--- src/rtl/store_merge_unit.sv ---
// Store merge unit: turns sb/sh/sw requests into full-word memory traffic.
// Sub-word stores do a read-modify-write of the containing word. Full-word
// stores write directly. Misaligned or reserved-size requests are rejected
// with a one-cycle pulse.
module store_merge_unit #(
    parameter int BIG_ENDIAN = 1
) (
    input  logic        Clk,
    input  logic        Reset,
    input  logic        req_valid,
    output logic        req_ready,
    input  logic [31:0] req_addr,
    input  logic [31:0] req_data,
    input  logic [1:0]  req_size,
    output logic [31:0] mem_addr,
    output logic        mem_rd_en,
    input  logic [31:0] mem_rd_data,
    output logic        mem_wr_en,
    output logic [31:0] mem_wr_data,
    output logic        done,
    output logic        misaligned
);

    typedef enum logic [2:0] {IDLE, READ, WAIT, WRITE, ERR} state_t;

    state_t      state_reg;
    logic [31:0] addr_reg;
    logic [31:0] data_reg;
    logic [1:0]  size_reg;

    logic        req_misaligned;
    logic [1:0]  lane_sel;
    logic        half_sel;
    logic [3:0]  lane_en;
    logic [31:0] ins_word;
    logic [31:0] merged_word;

    // Ready only while idle and not being held in reset.
    assign req_ready = (state_reg == IDLE) && !Reset;

    // Classify the incoming request: half needs addr[0]=0, word needs addr[1:0]=0.
    always_comb begin
        req_misaligned = 1'b0;
        case (req_size)
            2'b00:   req_misaligned = 1'b0;
            2'b01:   req_misaligned = req_addr[0];
            2'b10:   req_misaligned = |req_addr[1:0];
            default: req_misaligned = 1'b1;
        endcase
    end

    // Pick which byte lanes of the read word the captured store overwrites.
    always_comb begin
        lane_sel = (BIG_ENDIAN != 0) ? (2'd3 - addr_reg[1:0]) : addr_reg[1:0];
        half_sel = (BIG_ENDIAN != 0) ? ~addr_reg[1] : addr_reg[1];
        ins_word = {4{data_reg[7:0]}};
        lane_en  = 4'b0001 << lane_sel;
        if (size_reg == 2'b01) begin
            ins_word = {2{data_reg[15:0]}};
            lane_en  = half_sel ? 4'b1100 : 4'b0011;
        end
    end

    // Per-lane merge: store bytes where enabled, read-back bytes elsewhere.
    generate
        for (genvar gi = 0; gi < 4; gi++) begin : g_lane
            assign merged_word[8*gi +: 8] = lane_en[gi] ? ins_word[8*gi +: 8]
                                                        : mem_rd_data[8*gi +: 8];
        end
    endgenerate

    // Control FSM with registered strobes; reset aborts any operation in flight.
    always_ff @(posedge Clk) begin
        if (Reset) begin
            state_reg   <= IDLE;
            addr_reg    <= '0;
            data_reg    <= '0;
            size_reg    <= '0;
            mem_addr    <= '0;
            mem_wr_data <= '0;
            mem_rd_en   <= 1'b0;
            mem_wr_en   <= 1'b0;
            done        <= 1'b0;
            misaligned  <= 1'b0;
        end else begin
            mem_rd_en  <= 1'b0;
            mem_wr_en  <= 1'b0;
            done       <= 1'b0;
            misaligned <= 1'b0;
            case (state_reg)
                IDLE: begin
                    if (req_valid) begin
                        addr_reg <= req_addr;
                        data_reg <= req_data;
                        size_reg <= req_size;
                        if (req_misaligned) begin
                            state_reg  <= ERR;
                            misaligned <= 1'b1;
                        end else begin
                            mem_addr <= {req_addr[31:2], 2'b00};
                            if (req_size == 2'b10) begin
                                state_reg   <= WRITE;
                                mem_wr_en   <= 1'b1;
                                mem_wr_data <= req_data;
                                done        <= 1'b1;
                            end else begin
                                state_reg <= READ;
                                mem_rd_en <= 1'b1;
                            end
                        end
                    end
                end
                READ: begin
                    state_reg <= WAIT;
                end
                WAIT: begin
                    state_reg   <= WRITE;
                    mem_wr_en   <= 1'b1;
                    mem_wr_data <= merged_word;
                    done        <= 1'b1;
                end
                WRITE:   state_reg <= IDLE;
                ERR:     state_reg <= IDLE;
                default: state_reg <= IDLE;
            endcase
        end
    end

endmodule

--- config.mk ---
export PLATFORM = sky130hd
export DESIGN_NAME = store_merge_unit
export DESIGN_NICKNAME = d
export VERILOG_FILES = /design/src/rtl/store_merge_unit.sv
export SDC_FILE = /design/constraint.sdc
export NUM_CORES = 1
export LEC_CHECK = 0
export CORE_ASPECT_RATIO = 2
export CORE_MARGIN = 2
export CORE_UTILIZATION = 35
export DETAILED_ROUTE_END_ITERATION = 12
export GPL_TIMING_DRIVEN = 0
export PLACE_DENSITY = 0.73
export SLEW_MARGIN = 40
export SYNTH_ARGS = -nofsm -noshare
export SYNTH_HDL_FRONTEND = slang
export SYNTH_SLANG_ARGS = --single-unit
--- constraint.sdc ---
create_clock -name Clk -period 2.3 [get_ports Clk]
set_clock_uncertainty 0.2 [all_clocks]
set_input_delay 0.69 -clock Clk [delete_from_list [all_inputs] [get_ports Clk]]
set_output_delay 0.69 -clock Clk [all_outputs]
set_load 0.02 [all_outputs]
# [Word-level counts from Yosys, hierarchy flattened]
# Cells that the tools add are included.
[totals] ff_bits=88 in_bits=101 output_inout_bits=69 word_cells=55
[op_classes] addsub=1 n_eq_ne=8 n_shift=1 mux=22 bitwise_logic=3 reduce_logical=11
[op_table] op="$mux 32" count=4
[op_table] op="$pmux 32 s2" count=1
[op_table] op="$mux 8" count=4
[op_table] op="$pmux 3 s3" count=1
[op_table] op="$mux 4" count=2
[op_table] op="$mux 3" count=2
[op_table] op="$mux 1" count=5
[op_table] op="$eq 2x1->1 const B" count=2
[op_table] op="$ne 2x2->1 const B" count=2
[op_table] op="$reduce_and 4->1" count=1
[op_table] op="$reduce_or 4->1" count=1
[op_table] op="$shl 1x2->4 const A" count=1
[op_table] op="$eq 3x1->1 const B" count=1
[op_table] op="$eq 3x2->1 const B" count=1
[op_table] op="$logic_not 3->1" count=1
[op_table] op="$not 1->1" count=3
[op_table] op="$pmux 1 s3" count=1
[op_table] op="$reduce_and 3->1" count=1
[op_table] op="$reduce_or 3->1" count=1
[op_table] op="$eq 2x2->1 const B" count=1
[op_table] op="$logic_not 2->1" count=1
[op_table] op="$mux 2" count=1
[op_table] op="$ne 2x1->1 const B" count=1
[op_table] op="$pmux 1 s2" count=1
[op_table] op="other kinds (6)" count=6

# [Depth between registers and ports, before layout]
# Gate-level depths: netlist (run 1).
[logic_depth] ltp_word=5 depth_mapped=7 mapped_depth_nobuf=4

# [Least setup slack after synthesis (run 1)]
# Ideal clock, no wire load.
[synth_path] path_type="input to output" startpoint="input Reset" endpoint="output req_ready" arrival_time_ns=1.543 t_required_ns=1.410 setup_slack_ns=-0.133 cell_stages=2 n_path_buf=1 cell_sequence="buf_2 -> nor4_1"
[synth_via] elab_chain_cells=2
[synth_lines] item="start, declared" line="9" rtl="input logic Reset,"
[synth_lines] item="$logic_not 1->1" line="39" rtl="assign req_ready = (state_reg == IDLE) && !Reset;"
[synth_lines] item="$logic_and 1x1->1" line="39"
[synth_lines] item="end, declared" line="11" rtl="output logic req_ready,"
# No other way between the ends.

# [Worst setup path in the final report (run 1)]
[layout_path] startpoint="register mem_wr_data[11]" endpoint="output mem_wr_data[11]"
[layout_lines] item="start, declared" line="19" rtl="output logic [31:0] mem_wr_data,"
[layout_lines] item="start signal, assigned" line="104" rtl="mem_wr_data <= req_data;"
[layout_lines] item="start signal, assigned" line="119" rtl="mem_wr_data <= merged_word;"
# No word-level cell between the ends.

==> reports/metrics.cfg, run 1 <==
[outcome]
status = completed

[synthesis]
yosys_warnings = 0
synth-xor-area-share_pct = 0
yosysSeqAreaShare_pct = 45.2
synth_top_family_by_area = compound AO/OA/AOI/OAI gates
netlist_area_um2 = 3890
yosysUniqueCellTypes = 37
synth_mux_area_share_pct = 14.6
postSynthCellCount = 425
synth-adder-area-share_pct = 0
syn_avg_cell_area_um2 = 9.16
synth_compound_area_share_pct = 18.2
synth_simple_gate_area_share_pct = 16.6
synth_seq_cells = 88

[clocking]
cts_hold_buf = 0
cts.reportedPaths.clkPinSlew_ns = 0.06
cts_made_buffers = 9
cts_tree = yes
clock-sinks = 88
htreeDepth = 3
insertion_delay_ns = 0.33
clk_path_buf_depth = 2
root_buffer = clkbuf_16

[final_layout]
final_cell_mix = clkdlybuf4s50_1, nand2_1, dfxtp_1, a21oi_1, mux2i_1
drive_above_1_share_pct = 12.6
final_util_pct = 55.8
layout_commonest_cell = clkdlybuf4s50_1
n_antenna_cell = 0
nets = 707
largest_reg_flops = 32
seq_area_um2 = 1760
syn2layout_area_growth_pct = 55.8
n_fill_cell = 983
multiInputGateArea_um2 = 1970
stdcell_count = 751

[timing]
fmax_ghz = 0.453
maxSlewViolCount = 0
hold-worst-slack_ns = 0.255
max_slew_margin_pct = 46.5
finalSetupViolCount = 0
hold_violations = 0
fin_ws_ns = 0.0914
finalCritPeriodShare_pct = 96.0
tightestPinTransition_ns = 0.802
fin_crit_ns = 2.21
rsz0062_at_grt = yes

[detailed_routing]
drc = 0
via_per_inst = 4.97
vias = 3735
met1Wirelength_mm = 4.45
ant_nets = 0
dr_wl_met3_um = 712
top_layer_used = met4
firstDrtPassIters = 4
drtIter0Drc = 142
wl_per_cell_um = 16.5
met2_length_mm = 6.87
drt-total-wl_mm = 12.4

[critical_path]
start_kind = flip-flop
crit_type = reg -> out
path_max_fanout = 2
reg2regPathDepth = 7
critical_path_buf_inv_count = 1
required_ns = 1.41
cp_slowest_cell = clkdlybuf4s50_1
crit_path_max_incr_delay_ns = 0.65
cp.depth = 1
path_cells = clkdlybuf4s50_1
crit_arrival_ns = 1.32
r2r_end = mem_wr_data[6]
rrSetupSlack_ns = 0.28
worstSetupEndpointType = output pin
worstReg2RegStart = state_reg[0]
crit_family = buffers and inverters

[global_route]
grt_max_degree = 15
grt_overflow = 0
antenna_found_initial = 0
grt_pass1_wl_mm = 19.6
grt.total_usage_pct = 20.7
grt_pass1_vias = 3984

[placement]
dp_hpwl_mm = 9.73
port_buffers = 166
pre_cts_ws_ns = -0.630
dpl.cell_count = 732
routabilityCongestion = 0.777

[die]
start_util_pct = 35.8
ios = 170
rows = 54
die-area_um2 = 12000
fp.dieH_um = 153
dieWidth_um = 78.6
core-area_um2 = 10900

[flow_run]
cap_violations = 0

[power]
power.density_nw_per_um2 = 660
p_leak_nw = 2.43
ir_drop_uv = 476

[hold_path]
hp-start = data_reg[11]
hold_end = data_reg[11]
hp-class = reg -> reg
holdPathStages = 2

cells by family (layout without fill, tap and decap cells):
| kind of cell | count (synthesis) | in the layout |
|---|---|---|
| simple gates | 153 | 153 |
| compound gates | 93 | 93 |
| flops | 88 | 88 |
| mux | 56 | 56 |
| buf+inv | 34 | 219 |
| other cells | 1 | 2 |
per-layer routing:
layer | GRT usage, % | up-vias
li1 | - | 1843
met2 | 39.5 | 129
met4 | 8.77 | 0
met3 | 5.73 | 22
met5 | 0 | -
met1 | 20.0 | 1741
cell type report:
| type | instances | area share, % |
|---|---|---|
| sequential | 88 | 29.0 |
| clock buffer | 12 | 4.06 |
| timing repair buffer | 170 | 27.7 |
| clock inverter | 4 | 0.495 |
| buffer | 33 | 3.32 |
| multi-input combinational | 304 | 32.5 |
| tap | 140 | 2.89 |
cell usage after synthesis:
library cell | n | area share (%)
nor2_1 | 35 | 3.4
o21ai_2 | 1 | 0.22
clkbuf_2 | 1 | 0.13
o22ai_1 | 11 | 1.8
nor2b_1 | 1 | 0.16
and3_1 | 1 | 0.16
a22o_2 | 1 | 0.26
buf_6 | 4 | 1.2
nor4_1 | 2 | 0.32
a21boi_1 | 1 | 0.19
or2_1 | 1 | 0.16
buf_1 | 1 | 0.096
and2_1 | 2 | 0.32
nand3_1 | 1 | 0.13
buf_4 | 4 | 0.77
nand2b_1 | 3 | 0.48
nand2_1 | 102 | 9.8
nor3b_2 | 1 | 0.32
nor4b_4 | 1 | 0.61
conb_1 | 1 | 0.096
a2111oi_0 | 1 | 0.22
dfxtp_1 | 88 | 45
mux2i_1 | 48 | 12
a21oi_1 | 51 | 6.6
o21ai_0 | 2 | 0.26
clkbuf_1 | 15 | 1.4
mux2_2 | 8 | 2.3
a21oi_4 | 1 | 0.42
o21bai_1 | 1 | 0.19
nand2_2 | 1 | 0.16
o22ai_2 | 5 | 1.6
and3b_1 | 1 | 0.22
a211oi_1 | 2 | 0.39
buf_12 | 1 | 0.51
a2111oi_2 | 16 | 6.2
buf_2 | 8 | 1.0
nor4b_2 | 1 | 0.39
worst reg2reg max path: cells and delay by family, from the launching register on:
family	cells	cell delay (ns)
buffers and inverters	3	0.64
flip-flops	1	0.53
AND/OR/NAND/NOR	3	0.40
AO/OA/AOI/OAI	1	0.14
power by group:
| part | leakage (nW) | switching [W] | internal, W |
|---|---|---|---|
| Clock | 0.133 | 0.000593 | 0.000764 |
| Combinational | 1.58 | 0.000460 | 0.000482 |
| Sequential | 0.718 | 0.0000746 | 0.00163 |
| Total | 2.43 | 0.00113 | 0.00288 |
what timing repair did:
action                     in CTS  in global routing
buffers inserted                3                  1
pin swaps                       1                  0
setup endpoints to repair      57                 64
resized for setup              16                  6
cloned                          0                  0
stage by stage:
step,area (um2),setup TNS (ns),total power (W)
floorplan,3910,0,0.00222
global placement,5740,-32.22,0.00265
detailed placement,5740,-33.09,0.00267
CTS,6060,0,0.00403
global route,6070,-0.0198,0.00416
finish,6070,0,0.00400
worst max path at each step:
stage / from / to
3_5_place_dp: req_valid / mem_wr_data[12]
5_1_grt: req_addr[1] / mem_wr_data[12]
3_3_place_gp: req_valid / mem_wr_data[15]
6_report: mem_wr_data[11] / mem_wr_data[11]
2_1_floorplan: Reset / req_ready
4_1_cts: req_valid / mem_addr[7]
Note: power is estimated with default switching activity, not from simulation.
==> run 2, diff against run 1 <==
--- a/config.mk
+++ b/config.mk
@@ -10,7 +10,7 @@
 export CORE_UTILIZATION = 35
 export DETAILED_ROUTE_END_ITERATION = 12
 export GPL_TIMING_DRIVEN = 0
-export PLACE_DENSITY = 0.73
+export PLACE_DENSITY = 0.75
 export SLEW_MARGIN = 40
 export SYNTH_ARGS = -nofsm -noshare
 export SYNTH_HDL_FRONTEND = slang
==> constraint.sdc (replaced) <==
create_clock -name Clk -period 2 [get_ports Clk]
set_clock_uncertainty 0.2 [all_clocks]
set_input_delay 0.6 -clock Clk [delete_from_list [all_inputs] [get_ports Clk]]
set_output_delay 0.6 -clock Clk [all_outputs]
set_load 0.02 [all_outputs]
==> reports/metrics.cfg, run 2 (synthesized netlist as in run 1, its figures left out) <==
[timing]
fin_crit_ns = 2.00
finalCritPeriodShare_pct = 100
fmax_ghz = 0.500
finalSetupViolCount = 1  ; +1
maxSlewViolCount = 0  ; unchanged
tightestPinTransition_ns = 0.790  ; -0.0119 ns
rsz0062_at_grt = yes
fin_setup_tns_ns = -0.000768  ; -0.000768 ns
fin_ws_ns = -0.000768  ; -0.0922 ns
max_slew_margin_pct = 47.3  ; +0.79 points
hold-worst-slack_ns = 0.251  ; -0.00477 ns
hold_violations = 0  ; unchanged

[power]
p_int_w = 0.00353  ; +23%
p_leak_nw = 2.77  ; +14%
power.density_nw_per_um2 = 799  ; +21%
switchingPower_w = 0.00136  ; +20%
comb_power_share_pct = 21.3  ; -2.2 points
p_clk_share_pct = 38.7  ; +4.8 points
ir_drop_uv = 541  ; +14%
pwr-share-seq_pct = 40.1  ; -2.5 points
switching_share_pct = 27.8  ; -0.40 points

[global_route]
grt_pass1_vias = 4004  ; +0.50%
grt_overflow = 0  ; unchanged
antenna_found_initial = 0  ; unchanged
grt_max_degree = 17  ; +2
grt.total_usage_pct = 20.6  ; -0.10 points
grt_pass1_wl_mm = 19.4  ; -0.85%

[hold_path]
hp-class = reg -> reg

[outcome]
status = finished with violations
violations = setup timing

[die]
core-area_um2 = 10900  ; unchanged
start_util_pct = 35.8  ; unchanged
rows = 54  ; unchanged
fp.dieH_um = 153  ; unchanged
dieWidth_um = 78.6  ; unchanged
die-area_um2 = 12000  ; unchanged
ios = 170  ; unchanged

[placement]
dpl.cell_count = 732  ; unchanged
dp_hpwl_mm = 9.72  ; -0.17%
port_buffers = 166  ; unchanged
routabilityCongestion = 0.813  ; +4.6%
pre_cts_ws_ns = -0.867  ; -0.237 ns

[clocking]
htreeDepth = 3  ; unchanged
cts_tree = yes
cts.reportedPaths.clkPinSlew_ns = 0.06  ; about the same
clock-sinks = 88  ; unchanged
insertion_delay_ns = 0.34  ; about the same
cts_made_buffers = 9  ; unchanged
cts_hold_buf = 0  ; unchanged
root_buffer = clkbuf_16
clk_path_buf_depth = 2  ; unchanged

[detailed_routing]
drt-total-wl_mm = 12.5  ; +0.82%
drtIter0Drc = 101  ; -29%
drc = 0  ; unchanged
vias = 3780  ; +1.2%
wl_per_cell_um = 16.5  ; -0.11%
via_per_inst = 4.99  ; +0.27%
ant_nets = 0  ; unchanged
firstDrtPassIters = 5  ; +1

[flow_run]
cap_violations = 0  ; unchanged

[final_layout]
seq_area_um2 = 1770  ; +0.36%
nets = 714  ; +0.99%
stdcell_count = 758  ; +0.93%
syn2layout_area_growth_pct = 57.0
largest_reg_flops = 32  ; unchanged
final_cell_mix = nand2_1, clkdlybuf4s50_1, dfxtp_1, dlygate4sd2_1, a21oi_1
n_antenna_cell = 0  ; unchanged
drive_above_1_share_pct = 14.7  ; +2.1 points
multiInputGateArea_um2 = 1970  ; +0.19%
n_fill_cell = 1017  ; +3.5%
layout_commonest_cell = nand2_1
final_util_pct = 56.2  ; +0.43 points

[critical_path]
path_max_fanout = 9  ; +7
start_kind = input port
worstSetupEndpointType = output pin
required_ns = 1.20  ; -0.21 ns
crit_type = in -> out
crit_arrival_ns = 1.20  ; -0.12 ns

## run 2: layout make-up
cell class	instances	share of cell area (%)
buffer	34	3.58
clock buffer	10	3.91
clock inverter	6	1.56
multi-input combinational	304	32.3
sequential	88	28.9
tap	140	2.86
timing repair buffer	176	26.9
## run 2: power by group through the flow
| stage | Combinational (W) | Clock (W) | Sequential (W) |
|---|---|---|---|
| 4_1_cts | 0.00104 | 0.00191 | 0.00196 |
| 3_3_place_gp | 0.00105 | 0 | 0.00199 |
| 5_1_grt | 0.00112 | 0.00198 | 0.00197 |
| 6_report | 0.00104 | 0.00189 | 0.00196 |
| 3_5_place_dp | 0.00107 | 0 | 0.00200 |
| 2_1_floorplan | 0.000472 | 0 | 0.00208 |
## run 2: critical path, cell delays in order
cell    delay (ns)
buf_12        0.12
nor4_4        0.28
buf_4         0.20
## run 2: final timing paths
kind                start      endpoint  slack (ns)  cells after the start
max                 Reset     req_ready     -0.0008                      3
min          mem_addr[27]  mem_addr[27]        0.25                      2
max reg2reg  state_reg[1]  data_reg[14]        0.08                      6
min reg2reg  mem_addr[27]  mem_addr[27]        0.25                      2
## run 2: repair_timing
action | CTS | global route
endpoints found under the hold margin | 0 | 0
buffers inserted | 4 | 6
pin swaps | 8 | 9
setup endpoints to repair | 150 | 51
resized for setup | 100 | 7
## run 2: stage by stage
stage / area, um2 / power [W]
after floorplan: 3910 / 0.00256
after global placement: 5740 / 0.00304
after detailed placement: 5740 / 0.00307
after CTS: 6080 / 0.00491
after global routing: 6110 / 0.00507
final: 6110 / 0.00489
## run 2: metal layers
layer / vias to the layer above / GRT usage (%) / wire [um]
met5: - / 0 / 0
met4: 0 / 10.2 / 366
met3: 27 / 5.08 / 676
met2: 124 / 39.8 / 6960
met1: 1772 / 19.2 / 4480
li1: 1857 / - / -
